==> src/rtl/serial_word_collector.sv <==
// Serial-to-parallel capture stage: skips the upstream pipeline-fill cycles, packs
// enabled samples LSB-first into WIDTH-bit words and offers them with a popcount.
module serial_word_collector #(
    parameter int WIDTH       = 8,
    parameter int FILL_CYCLES = 4
) (
    input  logic                       clk,
    input  logic                       rst_n,
    input  logic                       in,
    input  logic                       en,
    output logic [WIDTH-1:0]           out_data,
    output logic [$clog2(WIDTH+1)-1:0] ones_cnt,
    output logic                       out_valid,
    input  logic                       out_ready,
    output logic                       overrun
);

    localparam int IW = $clog2(WIDTH);
    localparam int CW = $clog2(WIDTH+1);
    localparam int FW = (FILL_CYCLES > 1) ? $clog2(FILL_CYCLES) : 1;
    localparam logic [IW-1:0] LAST_IDX = IW'(WIDTH-1);

    typedef enum logic {
        FILL,
        COLLECT
    } state_t;

    localparam state_t RESET_STATE = (FILL_CYCLES == 0) ? COLLECT : FILL;

    state_t           state;
    logic [FW-1:0]    fill_cnt;
    logic [IW-1:0]    bit_idx;
    logic [WIDTH-1:0] shift;
    logic [WIDTH-1:0] merged;
    logic [CW-1:0]    merged_ones;
    logic             word_done;

    // The completing bit is folded in here so the finished word and its count
    // can be registered on the same edge that captures that bit.
    always_comb begin
        merged = shift;
        merged[bit_idx] = in;
        merged_ones = '0;
        for (int i = 0; i < WIDTH; i++) begin
            merged_ones = merged_ones + CW'(merged[i]);
        end
        word_done = (state == COLLECT) && en && (bit_idx == LAST_IDX);
    end

    always_ff @(posedge clk) begin
        if (!rst_n) begin
            state     <= RESET_STATE;
            fill_cnt  <= '0;
            bit_idx   <= '0;
            shift     <= '0;
            out_data  <= '0;
            ones_cnt  <= '0;
            out_valid <= 1'b0;
            overrun   <= 1'b0;
        end else begin
            case (state)
                FILL: begin
                    fill_cnt <= fill_cnt + 1'b1;
                    if (int'(fill_cnt) == FILL_CYCLES - 1) begin
                        state <= COLLECT;
                    end
                end
                COLLECT: begin
                    if (en) begin
                        shift <= merged;
                        if (bit_idx == LAST_IDX) begin
                            bit_idx <= '0;
                        end else begin
                            bit_idx <= bit_idx + 1'b1;
                        end
                    end
                    // Collection never stalls: a word finishing while the port is
                    // blocked is discarded and remembered in the sticky flag.
                    if (word_done) begin
                        if (!out_valid || out_ready) begin
                            out_data  <= merged;
                            ones_cnt  <= merged_ones;
                            out_valid <= 1'b1;
                        end else begin
                            overrun <= 1'b1;
                        end
                    end else if (out_valid && out_ready) begin
                        out_valid <= 1'b0;
                    end
                end
            endcase
        end
    end

endmodule

==> config.mk <==
export PLATFORM = sky130hd
export DESIGN_NAME = serial_word_collector
export DESIGN_NICKNAME = d
export VERILOG_FILES = /design/src/rtl/serial_word_collector.sv
export SDC_FILE = /design/constraint.sdc
export NUM_CORES = 1
export LEC_CHECK = 0
export ABC_AREA = 1
export CAP_MARGIN = 20
export CORE_AREA = 5 5 61 63
export DETAILED_ROUTE_END_ITERATION = 8
export DIE_AREA = 0 0 66 68
export DONT_BUFFER_PORTS = 1
export MAX_ROUTING_LAYER = met4
export PLACE_DENSITY = 0.62
export SLEW_MARGIN = 10
export SYNTH_ARGS = -nofsm -noshare
export SYNTH_HDL_FRONTEND = slang
export SYNTH_SLANG_ARGS = --single-unit
==> constraint.sdc <==
create_clock -name clk -period 5.2 [get_ports clk]
set_clock_uncertainty 0.2 [all_clocks]
set_input_delay 1.04 -clock clk [delete_from_list [all_inputs] [get_ports clk]]
set_output_delay 1.04 -clock clk [all_outputs]
set_load 0.005 [all_outputs]
==> metrics.txt <==
P&R area growth vs syn=0.562%; outcome=completed; type of the worst setup path=reg -> reg; synthesis warning total=0; drt first pass iters=4; Die Footprint=4490 sq um; internal power=0.000281 W; maximum fanout encountered on the critical timing path=11; class of the tightest hold or removal check=reg -> reg; postcts setup bufs=0; portion of total power attributed to combinational logic=18.1%; I/O pins=19; number of H-tree levels=1; total of flip-flops plus latches after synthesis=28; CP required=5.24 ns; Peak supply drop=95.7 uV; Worst Tran Pin Value=0.413 ns; largest net degree at the start of global routing=19; Initial Util=49.0%; reported leakage power=0.772 nW; max-slew violation count=0; clock-pin transition on the worst setup and hold timing paths=0.14 ns; number of antenna violations at the first check in global routing=0; worst path arrival time=3.71 ns; Fmax achieved=272 MHz; number of clock sinks=28; clock latency of the later-clocked register in the worst-skew pair=0.32 ns; final wirelength=2.82 mm; final HPWL from detailed placement=2.13 mm; register share of total power=59.9%; total grt overflow=0; Synth Cell Area=1560 sq um; global-route wire length before repair=4.97 mm; maximum clock path buffer count=2; element type at the critical path end=flop; count of unique library cells instantiated by Yosys=24; overall via count from detail_route=1247; average via count per standard cell=4.81; min Tclk post-route=3.68 ns; Final Core Density=49.3%; GPL Wtd Cong=0.823; unrepaired setup endpoints after global routing=no; post-layout total power=0.000399 W; Reg-to-Reg End=ones_cnt[2]; Mapped Cells=219; Post-CTS Resized=0; clock network fraction of design power=22.0%; max-cap check violation count=0; synthesized area per cell=7.12 sq um; core area=3180 sq um; proportion of layout cells with a drive suffix above 1=7.51%; final hold vios=0; startpoint of the worst register-to-register path=bit_idx[2]; pwr/cell area=254 nW/um^2; reg2reg path depth=15; switching power=0.000118 W; die outline height=68 um; R2R setup slack=1.52 ns; row cnt=21; clock tree from TritonCTS=built; sequential share of the synthesized area=36.0%; post-detailed-route DRC marker count=0; worst hold path cell count=2; Port Buffers=0; per-cell routed wire length=10.9 um; antenna diode count=0; number of setup violations in the final report=0; TritonCTS Buffers=3; normalized max-slew margin=72.4%; violation count after the first detailed-routing iteration=94; sort of element at the start of the critical path=flop; Die Wd=66 um; switching fraction of total power=29.5%; final setup TNS=0 ns; total global-route track usage=14.7%; clock tree root driver cell=sky130_fd_sc_hd__clkbuf_4; hold-fix buffer count after cts=0; final worst path period share=70.7%; number of nets in the layout=230; end point of the worst hold path=fill_cnt[1]; Synth Net Count=234; number of global-route vias before repair=1201; hold wc startpoint=fill_cnt[1]; post-route ant nets=0
[sequential cells by signal, summed over array words and instances (netlist names)]
signal / cells
ones_cnt: 4
out_data: 8
state: 1
fill_cnt: 2
overrun: 1
bit_idx: 3
out_valid: 1
shift: 8
[Yosys cell counts, drive strengths merged]
| master | instances | area share (%) |
|---|---|---|
| a21oi | 6 | 1.9 |
| ha | 6 | 4.8 |
| nor2 | 48 | 13 |
| xor2 | 2 | 1.1 |
| clkinv | 1 | 0.56 |
| dfxtp | 28 | 36 |
| clkbuf | 1 | 0.24 |
| nand2 | 51 | 14 |
| nand4 | 6 | 2.4 |
| nand3 | 17 | 6.3 |
| buf | 8 | 4.3 |
| inv | 34 | 8.3 |
| fa | 4 | 5.1 |
| o21ai | 7 | 2.2 |
[area by class of cell]
cell class	count	area, sq um
Inverter	35	139
Multi-Input combinational cell	147	788
Clock buffer	3	22.5
Fill cell	330	1610
Tap cell	46	57.6
Sequential cell	28	561
[cell usage in the layout, fill, tap and decap left out, drive strengths merged]
master   n
a21oi    6
ha       6
clkinv   1
nand4    6
nand2   51
xor2     2
dfxtp   28
nand3   17
inv     34
nor2    48
fa       4
clkbuf   3
o21ai    7
[worst max-delay path by stage]
stage,to,start,slack (ns)
4_1_cts,ones_cnt[2],bit_idx[2],1.53
6_report,ones_cnt[2],bit_idx[2],1.52
5_1_grt,ones_cnt[2],bit_idx[2],1.34
2_1_floorplan,ones_cnt[2],in,1.19
3_5_place_dp,ones_cnt[2],in,1.22
3_3_place_gp,ones_cnt[2],in,1.28
[metal layers]
metal / GRT usage (%) / wire, um
met1: 16.1 / 1290
met3: 3.78 / 131
met4: 7.87 / 36
met5: - / 0
met2: 24.8 / 1370
[power by group through the flow]
stage	logic, W	clock network [W]	registers, W
after floorplan	0.0000714	0	0.000236
after global placement	0.0000691	0	0.000243
after detailed placement	0.0000740	0	0.000244
after CTS	0.0000739	0.0000954	0.000239
after global routing	0.0000856	0.000105	0.000241
final	0.0000723	0.0000877	0.000239
[through the flow]
stage | std cells | hold slack (ns) | instance area [sq um] | setup WS (ns)
3_3_place_gp | 256 | 0.233 | 1550 | 1.28
4_1_cts | 259 | 0.266 | 1570 | 1.53
5_1_grt | 259 | 0.294 | 1570 | 1.34
2_1_floorplan | 219 | 0.227 | 1560 | 1.19
6_report | 259 | 0.258 | 1570 | 1.52
3_5_place_dp | 256 | 0.246 | 1550 | 1.22
[worst max-delay path: stages (launching register included)]
cell	delay, ns
sky130_fd_sc_hd__dfxtp_1	0.58
sky130_fd_sc_hd__inv_1	0.18
sky130_fd_sc_hd__nand4_1	0.13
sky130_fd_sc_hd__nand2_1	0.10
sky130_fd_sc_hd__fa_1	0.51
sky130_fd_sc_hd__inv_1	0.05
sky130_fd_sc_hd__fa_1	0.49
sky130_fd_sc_hd__fa_1	0.40
sky130_fd_sc_hd__inv_1	0.07
sky130_fd_sc_hd__ha_1	0.17
sky130_fd_sc_hd__inv_1	0.06
sky130_fd_sc_hd__fa_1	0.37
sky130_fd_sc_hd__xor2_1	0.13
sky130_fd_sc_hd__nand2_1	0.06
sky130_fd_sc_hd__nand2_1	0.06
sky130_fd_sc_hd__nor2_1	0.03
[cells by family (layout without fill, tap and decap cells)]
logic type | Yosys count | count (layout) | synth area share, %
compound gates | 13 | 13 | 4.17
xor+xnor | 2 | 2 | 1.12
fa+ha+maj | 10 | 10 | 9.95
buf+inv | 44 | 38 | 13.5
flops | 28 | 28 | 36.0
simple gates | 122 | 122 | 35.3
Power figures use the tool's default switching activity.
